### config.mk
export PLATFORM = sky130hd
export DESIGN_NAME = iob_norm_pipe
export DESIGN_NICKNAME = d
export VERILOG_FILES = /design/src/rtl/iob_norm_pkg.sv /design/src/rtl/iob_norm_stage.sv /design/src/rtl/iob_norm_pipe.sv
export SDC_FILE = /design/constraint.sdc
export NUM_CORES = 1
export LEC_CHECK = 0
export CAP_MARGIN = 15
export CORE_ASPECT_RATIO = 0.7
export CORE_MARGIN = 2
export CORE_UTILIZATION = 58
export DETAILED_ROUTE_END_ITERATION = 8
export GPL_TIMING_DRIVEN = 1
export PLACE_DENSITY_LB_ADDON = 0.3
export SYNTH_ARGS = -nofsm -noshare
export SYNTH_HDL_FRONTEND = slang
export SYNTH_SLANG_ARGS = --single-unit
### constraint.sdc
create_clock -name clk_i -period 2.6 [get_ports clk_i]
set_input_delay 0.52 -clock clk_i [delete_from_list [all_inputs] [get_ports clk_i]]
set_output_delay 0.52 -clock clk_i [all_outputs]
set_load 0.005 [all_outputs]
### src/rtl/iob_norm_pkg.sv
`default_nettype none
// ==== iob_norm_pkg : shared helpers and payload layout for the normaliser | rev 1.0 ====

package iob_norm_pkg;

  localparam int NORM_EXP_W  = 8;
  localparam int NORM_DATA_W = 32;
  localparam int NORM_BW     = $clog2(NORM_DATA_W);

  function automatic int stage_count(input int data_w);
    return $clog2(data_w);
  endfunction

  function automatic int exp_min(input int exp_w);
    return -(1 << (exp_w - 1));
  endfunction

  // Payload at the default widths; the top builds the same layout at its own widths.
  typedef struct packed {
    logic                   valid;
    logic                   zero;
    logic                   uflow;
    logic [NORM_BW-1:0]     budget;
    logic [NORM_EXP_W-1:0]  exp;
    logic [NORM_DATA_W-1:0] man;
  } norm_payload_t;

endpackage

`default_nettype wire

### src/rtl/iob_norm_stage.sv
`default_nettype none
// ==== iob_norm_stage : one combinational normalise step of fixed shift SHIFT | rev 1.0 ====

module iob_norm_stage
  import iob_norm_pkg::*;
#(
  parameter int DATA_W = 32,
  parameter int EXP_W  = 8,
  parameter int BW     = 5,
  parameter int SHIFT  = 1,
  parameter bit LAST   = 1'b0
) (
  input  logic              valid,
  input  logic              zero,
  input  logic [BW-1:0]     budget,
  input  logic [EXP_W-1:0]  exp,
  input  logic [DATA_W-1:0] man,
  output logic              nxt_valid,
  output logic              nxt_zero,
  output logic              nxt_uflow,
  output logic [BW-1:0]     nxt_budget,
  output logic [EXP_W-1:0]  nxt_exp,
  output logic [DATA_W-1:0] nxt_man
);

  logic take;

  assign take       = (man[DATA_W-1 -: SHIFT] == '0) && (budget >= BW'(SHIFT));
  assign nxt_valid  = valid;
  assign nxt_zero   = zero;
  assign nxt_man    = take ? (man << SHIFT) : man;
  assign nxt_exp    = take ? (exp - EXP_W'(SHIFT)) : exp;
  assign nxt_budget = take ? (budget - BW'(SHIFT)) : budget;

  generate
    if (LAST) begin : g_last
      // A nonzero mantissa still lacking its MSB here means the budget ran out first.
      assign nxt_uflow = valid & ~zero & ~nxt_man[DATA_W-1] & (nxt_budget == '0);
    end else begin : g_mid
      assign nxt_uflow = 1'b0;
    end
  endgenerate

endmodule

`default_nettype wire

### src/rtl/iob_norm_pipe.sv
`default_nettype none
// ==== iob_norm_pipe : pipelined handshaked mantissa normaliser with exponent floor | rev 1.0 ====

module iob_norm_pipe
  import iob_norm_pkg::*;
#(
  parameter int EXP_W  = 8,
  parameter int DATA_W = 32
) (
  input  logic              clk_i,
  input  logic              arst_n_i,
  input  logic              valid_i,
  output logic              ready_o,
  input  logic [EXP_W-1:0]  exp_i,
  input  logic [DATA_W-1:0] man_i,
  output logic              valid_o,
  input  logic              ready_i,
  output logic [EXP_W-1:0]  exp_o,
  output logic [DATA_W-1:0] man_o,
  output logic              zero_o,
  output logic              uflow_o
);

  localparam int NSTG = stage_count(DATA_W);
  localparam int BW   = NSTG;
  localparam logic [EXP_W-1:0] EMIN = EXP_W'(exp_min(EXP_W));

  typedef struct packed {
    logic              valid;
    logic              zero;
    logic              uflow;
    logic [BW-1:0]     budget;
    logic [EXP_W-1:0]  exp;
    logic [DATA_W-1:0] man;
  } stage_t;

  logic              stall;
  logic              ent_zero;
  logic [EXP_W:0]    bud_full;
  logic [BW-1:0]     bud_sat;
  logic [BW-1:0]     ent_budget;
  logic [EXP_W-1:0]  ent_exp;

  stage_t src [NSTG];
  stage_t d   [NSTG];
  stage_t q   [NSTG];

  // exp - EXP_MIN is the exponent with its sign bit flipped, read unsigned.
  assign bud_full = {1'b0, ~exp_i[EXP_W-1], exp_i[EXP_W-2:0]};

  generate
    if (EXP_W + 1 > BW) begin : g_sat
      assign bud_sat = (|bud_full[EXP_W:BW]) ? '1 : bud_full[BW-1:0];
    end else begin : g_nosat
      assign bud_sat = BW'(bud_full);
    end
  endgenerate

  // A zero mantissa enters already at EXP_MIN with no budget, so no stage moves it.
  assign ent_zero   = (man_i == '0);
  assign ent_budget = ent_zero ? '0 : bud_sat;
  assign ent_exp    = ent_zero ? EMIN : exp_i;

  assign src[0] = {valid_i, ent_zero, 1'b0, ent_budget, ent_exp, man_i};

  genvar i;
  generate
    for (i = 0; i < NSTG; i++) begin : g_stage
      logic              n_valid;
      logic              n_zero;
      logic              n_uflow;
      logic [BW-1:0]     n_budget;
      logic [EXP_W-1:0]  n_exp;
      logic [DATA_W-1:0] n_man;

      if (i > 0) begin : g_link
        assign src[i] = q[i-1];
      end

      iob_norm_stage #(
        .DATA_W (DATA_W),
        .EXP_W  (EXP_W),
        .BW     (BW),
        .SHIFT  (1 << (NSTG - 1 - i)),
        .LAST   (i == NSTG - 1)
      ) u_stage (
        .valid      (src[i].valid),
        .zero       (src[i].zero),
        .budget     (src[i].budget),
        .exp        (src[i].exp),
        .man        (src[i].man),
        .nxt_valid  (n_valid),
        .nxt_zero   (n_zero),
        .nxt_uflow  (n_uflow),
        .nxt_budget (n_budget),
        .nxt_exp    (n_exp),
        .nxt_man    (n_man)
      );

      assign d[i] = {n_valid, n_zero, n_uflow, n_budget, n_exp, n_man};
    end
  endgenerate

  always_ff @(posedge clk_i or negedge arst_n_i) begin
    if (!arst_n_i) begin
      for (int j = 0; j < NSTG; j++) q[j] <= '0;
    end else if (!stall) begin
      for (int j = 0; j < NSTG; j++) q[j] <= d[j];
    end
  end

  assign valid_o = q[NSTG-1].valid;
  assign exp_o   = q[NSTG-1].exp;
  assign man_o   = q[NSTG-1].man;
  assign zero_o  = q[NSTG-1].zero;
  assign uflow_o = q[NSTG-1].uflow;
  assign stall   = valid_o & ~ready_i;
  assign ready_o = ~stall;

endmodule

`default_nettype wire

==> out/results.ini, run 1 <==
[die]
placementRows = 41
die_x_um = 166
fp.dieH_um = 118
core_um2 = 18100
io-pin-count = 88
die_area_um2 = 19600
initial_utilization_pct = 59.3

[clock_tree]
cts_buffer_depth = 3
root_buffer = clkbuf_16
cts_tree = yes
cts_hold_buf = 0
numClockSinks = 231
ctsResizeCount = 0
h-tree-depth = 1
clock_latency_ps = 500
clk_pin_slew_ps = 60
cts_setup_buffers = 0
cts_made_buffers = 23

[timing]
finalClockSkew_ps = 7.81
setup_viol = 0
drv_slew = 0
period_needed_ps = 2500
period_share_pct = 96.3
fmax_mhz = 399
hold_viol = 0
worst_pin_slew_ps = 911
relSlewSlack_pct = 39.3

[power]
power_density_nw_per_um2 = 1140
p_leak_uw = 0.00549
vdd_drop_max_mv = 0.691
power_uw = 14600

[synthesis]
netlist_area_um2 = 10700
syn_nets = 1190
synth_cell_types = 58
ys_ff_latch = 231
synth_cells = 1135
yosys_warnings = 0
yosysSeqAreaShare_pct = 53.9
syn_avg_cell_area_um2 = 9.44
synthFlopType = dfrtp_1
synth_edf_count = 0
postSynth.asyncResetShare_pct = 100

[routing]
finalWirelength_um = 24000
drtAntennaViolNets = 0
firstDrtPassIters = 5
drtIter0Drc = 857
drc = 0
wl_per_cell_um = 16.2
avgViaCountPerCell = 5.73
vias = 8462

[layout]
diodes = 0
fillCellCount = 1356
final_cell_mix = nand2_1 (281), dfrtp_1 (231), o21ai_0 (146)
area_growth_syn_to_layout_pct = 20.1
final_common_cell = nand2_1
final_util_pct = 71.3
drive_gt1_share_pct = 9.99
nNetsFinal = 1283

[global_route]
antenna_found_initial = 0
grt_usage_pct = 24.6
grt_first_pass_wirelength_um = 40300
grt_overflow = 0
grt_start_max_net_pins = 252
grt_pass1_vias = 7918

[critical_path]
cpPeakStageDelay_ps = 550
critical_path.slowest_cell = or4_4
r2r-end = q[161]
path_max_fanout = 3
cp.required_ps = 3020
r2r_slack_ps = 260
worstSetupEndpointType = register
reg2reg_depth = 7
criticalPathCategory = input port to register
path_cells = clkdlybuf4s50_1, or4_4, or4_4, or2_1, nand2_1, ha_1, nand4b_1, a31oi_1
cp.arrival_ps = 2930
cp-start-kind = input port
crit_path_frequent_cell = or4_4
reg2reg_from = q[235]

[place]
place.port_buffers = 87
detailed_place_hpwl_um = 16400
gp_congestion = 0.849

[run]
cap_violations = 0

[worst_hold_path]
hold_path.class = input port to async pin

[outcome]
outcome = finished, final reports clean

==> area by class of cell <==
| type | count | area (um2) | share of cell area [%] |
|---|---|---|---|
| sequential | 231 | 5780 | 44.9 |
| multi-input combinational | 798 | 4530 | 35.2 |
| timing repair buffer | 147 | 1440 | 11.2 |
| clock buffer | 33 | 693 | 5.39 |
| tap | 236 | 295 | 2.29 |
| inverter | 27 | 104 | 0.807 |
| clock inverter | 5 | 31.3 | 0.243 |
==> cells in the mapped netlist (5+ instances only) <==
master / instances / area share, %
a211oi_1: 5 / 0.35
a21oi_1: 44 / 2.1
a31oi_1: 34 / 2.0
a41oi_1: 16 / 1.3
buf_2: 14 / 0.65
clkbuf_1: 59 / 2.1
dfrtp_1: 231 / 54
ha_1: 11 / 1.3
inv_1: 26 / 0.91
mux2_2: 5 / 0.53
mux2i_1: 78 / 7.3
nand2_1: 281 / 9.8
nand2b_1: 5 / 0.29
nor2_1: 64 / 2.2
nor3_1: 5 / 0.23
nor4_1: 7 / 0.41
o2111ai_1: 5 / 0.41
o211ai_1: 6 / 0.42
o21ai_0: 146 / 6.8
o21ai_1: 6 / 0.28
or4_1: 7 / 0.49
xnor2_1: 12 / 0.98
xor2_1: 10 / 0.82
==> state kept, by name (all words and copies together), names as in the netlist <==
register  flops
zero_o        1
uflow_o       1
exp_o         8
valid_o       1
q           188
man_o        32
==> cells by family (layout without fill, tap and decap cells) <==
family / Yosys count / count (layout) / share of synthesized area [%]
and+or+nand+nor: 400 / 400 / 15.9
AOI/OAI and AO/OA: 282 / 282 / 15.1
adders and majority gates: 11 / 11 / 1.28
buffers and inverters: 106 / 212 / 4.17
DFF: 231 / 231 / 53.9
muxes: 83 / 83 / 7.81
xor gates and xnor gates: 22 / 22 / 1.80
==> through the flow <==
stage | TNS, ps | worst slack (ps) | hold slack [ps] | area [um2] | cells
detailed placement | -2640 | -452 | 455 | 12100 | 1439
global placement | -1630 | -422 | 449 | 12100 | 1439
global route | -0.313 | -0.313 | 70.1 | 12900 | 1477
floorplan | 0 | 89.8 | 224 | 10700 | 1135
CTS | 0 | 67.3 | 48.9 | 12900 | 1477
finish | 0 | 95.2 | 25.0 | 12900 | 1477
==> how the worst max path moves through the flow <==
stage / startpoint / to / slack (ps) / cells past startpoint
after floorplan: man_i[17] / q[229] / 90 / 7
after global placement: man_i[17] / q[229] / -420 / 8
after detailed placement: man_i[17] / q[229] / -450 / 8
after CTS: man_i[17] / q[229] / 70 / 8
after global routing: man_i[24] / q[230] / -0.3 / 9
final: man_i[17] / q[229] / 100 / 8
==> metal layers <==
| layer | wire, um | up-vias | global-route usage (%) |
|---|---|---|---|
| li1 | - | 4107 | - |
| met1 | 12000 | 4071 | 40.1 |
| met2 | 10200 | 261 | 35.5 |
| met3 | 1390 | 23 | 3.56 |
| met4 | 307 | 0 | 3.88 |
| met5 | 0 | - | 0 |
==> report_power, final <==
group / internal, uW / total [uW] / switching, uW / leakage, uW
Sequential: 5170 / 6520 / 1350 / 0.00273
Combinational: 2360 / 4930 / 2570 / 0.00240
Clock: 1840 / 3170 / 1330 / 0.000365
Total: 9380 / 14600 / 5250 / 0.00549
==> worst max-delay path: cells and delay by family <==
kind | cells | cell delay, ps
adders and majority gates | 1 | 220
and+or+nand+nor | 5 | 1600
buffers and inverters | 1 | 420
AOI/OAI and AO/OA | 1 | 160
Note: power is estimated with default switching activity, not from simulation.
==> inputs of run 2 (changes only) <==
Settings changed: CORE_MARGIN 2 to unset.
==> run 2 against run 1 <==
Net effect: critical endpoint unchanged; die area fell by 2.9%; global-route usage increased by 1.6 points; fmax fell by 1.8%; worst setup slack got worse by 45 ps; flip-flop and latch count unchanged; critical path depth stayed put; clock skew up 1.1 ps; total power increased by 0.98%; core utilization increased by 0.31 points; non-clock buffer count shrank 1; critical path type unchanged; highest routed layer unchanged; count of clock-buffer cells in the layout shrank 1.
==> out/results.ini, run 2 (synthesized netlist as in run 1, its figures left out) <==
[power]
p_leak_uw = 0.00551  ; was 0.00549 uW
p_int_uw = 9480  ; was 9380 uW
switching_power_uw = 5290  ; was 5250 uW
p_seq_share_pct = 44.4  ; was 44.6%
power_density_nw_per_um2 = 1140  ; about the same
vdd_drop_max_mv = 0.788  ; was 0.691 mV
comb_power_share_pct = 33.5  ; was 33.7%
pwr-share-clk_pct = 22.1  ; was 21.7%
switching_share_pct = 35.8  ; was 35.9%
power_uw = 14800  ; was 14600 uW

[critical_path]
cp.arrival_ps = 2960  ; was 2930 ps
cp.required_ps = 3010  ; was 3020 ps
crit_buf_inv = 1  ; unchanged
path_max_fanout = 3  ; unchanged
path_delay_family = simple AND/OR/NAND/NOR gates  ; unchanged
worstSetupEndpointType = register  ; unchanged
crit_path_frequent_cell = or4_4  ; unchanged
path_cells = clkdlybuf4s50_1, or4_4, or4_4, or2_4, nand2_1, ha_1, nand4b_1, a31oi_1  ; was clkdlybuf4s50_1, or4_4, or4_4, or2_1, nand2_1, ha_1, nand4b_1, a31oi_1
criticalPathCategory = input port to register  ; unchanged
critical_path.slowest_cell = or4_4  ; unchanged
cp-start-kind = input port  ; unchanged
cp.depth = 8  ; unchanged
cpPeakStageDelay_ps = 550  ; about the same
reg2reg_depth = 6  ; was 7

[routing]
finalWirelength_um = 23900  ; was 24000 um
drtIter0Drc = 952  ; was 857
met3_length_um = 1300  ; was 1390 um
firstDrtPassIters = 5  ; unchanged
vias = 8403  ; was 8462
drtAntennaViolNets = 0  ; unchanged
avgViaCountPerCell = 5.69  ; was 5.73
drc = 0  ; unchanged
drt-met1-wl_um = 12100  ; was 12000 um
wl_per_cell_um = 16.2  ; about the same
top_layer_used = met4  ; unchanged
wl_met2_um = 10200  ; about the same

[place]
gp_congestion = 0.861  ; was 0.849
detailed_place_hpwl_um = 16200  ; was 16400 um
place.port_buffers = 87  ; unchanged
pre_cts_ws_ps = -515  ; was -452 ps

[clock_tree]
root_buffer = clkbuf_16  ; unchanged
cts_tree = yes  ; unchanged
h-tree-depth = 1  ; unchanged
clk_pin_slew_ps = 60  ; about the same
cts_made_buffers = 23  ; unchanged
cts_buffer_depth = 3  ; unchanged
numClockSinks = 231  ; unchanged
clock_latency_ps = 500  ; about the same

[global_route]
antenna_found_initial = 0  ; unchanged
grt_usage_pct = 26.2  ; was 24.6%
grt_pass1_vias = 7705  ; was 7918
grt_first_pass_wirelength_um = 39800  ; was 40300 um
grt_start_max_net_pins = 152  ; was 252
grt_overflow = 0  ; unchanged

[die]
core_um2 = 18100  ; unchanged
die_area_um2 = 19000  ; was 19600 um2
die_x_um = 164  ; was 166 um
placementRows = 41  ; unchanged
initial_utilization_pct = 59.3  ; unchanged
fp.dieH_um = 116  ; was 118 um
io-pin-count = 88  ; unchanged

[outcome]
outcome = finished, final reports clean  ; unchanged

[timing]
worst_pin_slew_ps = 597  ; was 911 ps
setup_viol = 0  ; unchanged
fmax_mhz = 392  ; was 399 MHz
period_needed_ps = 2550  ; was 2500 ps
relSlewSlack_pct = 59.2  ; was 39.3%
period_share_pct = 98.1  ; was 96.3%
drv_slew = 0  ; unchanged
setup_total_negative_slack_ps = 0  ; unchanged
rsz0062_at_grt = no
hold_ws_ps = 446  ; was 25.0 ps
fin_ws_ps = 49.9  ; was 95.2 ps
finalClockSkew_ps = 8.91  ; was 7.81 ps
hold_viol = 0  ; unchanged

[worst_hold_path]
hold_path.class = input port to register  ; was input port to async pin
holdPathStages = 4

[layout]
final_util_pct = 71.6  ; was 71.3%
drive_gt1_share_pct = 9.90  ; was 9.99%
diodes = 0  ; unchanged
largest-register = q  ; unchanged
area_growth_syn_to_layout_pct = 20.6  ; was 20.1%
nNetsFinal = 1282  ; was 1283
final_cell_mix = nand2_1 (281), dfrtp_1 (231), o21ai_0 (146)  ; unchanged
largest_register_ffs = 188  ; unchanged
final_common_cell = nand2_1  ; unchanged

[run]
cap_violations = 0  ; unchanged

-- run 2: final cells by class --
cell class	count	area (um2)
clock buffers	32	649
repair buffers	146	1470
clock inverters	8	90.1
flip-flops and latches	231	5780
well taps	236	295
multi-input cells	798	4530
fillers	1336	5130
inverters	27	104
-- run 2: tightest hold or removal path: stages --
cell	delay [ps]
dlymetal6s2s_1	100
buf_4	120
a41oi_1	40
a21oi_1	120
-- run 2: what timing repair did --
action / CTS / global route
endpoints found under the setup margin: 0 / 30
hold endpoints to repair: 60 / 0
gates resized for setup: 0 / 6
hold buffers: 1 / 0
buffers inserted: 0 / 0
-- run 2: per-stage QoR --
step	area, um2	instances
finish	12900	1478
global route	12900	1478
CTS	12900	1478
detailed placement	12200	1437
global placement	12200	1437
floorplan	10700	1135
-- run 2: power by group through the flow --
stage / clock network (uW) / logic [uW] / registers (uW)
finish: 3260 / 4950 / 6550
global route: 3460 / 5600 / 6740
CTS: 3310 / 4970 / 6520
detailed placement: 0 / 4910 / 6560
global placement: 0 / 4730 / 6470
floorplan: 0 / 3290 / 6140
-- run 2: path summary, 6_finish.rpt --
| check | startpoint | to | slack [ps] |
|---|---|---|---|
| min in group asynchronous | arst_n_i | man_o[12] | 570 |
| max in group asynchronous | arst_n_i | q[132] | 1340 |
| worst max register to register | q[235] | q[183] | 340 |
| worst min register to register | zero_o | zero_o | 460 |
| worst max-delay path | man_i[17] | q[229] | 50 |
| worst min-delay path | man_i[25] | q[217] | 450 |
-- run 2: metal layers --
metal / up-vias / GRT usage (%)
met5: - / 0
met4: 0 / 4.40
met3: 22 / 3.61
met2: 247 / 38.3
met1: 4018 / 42.0
li1: 4116 / -
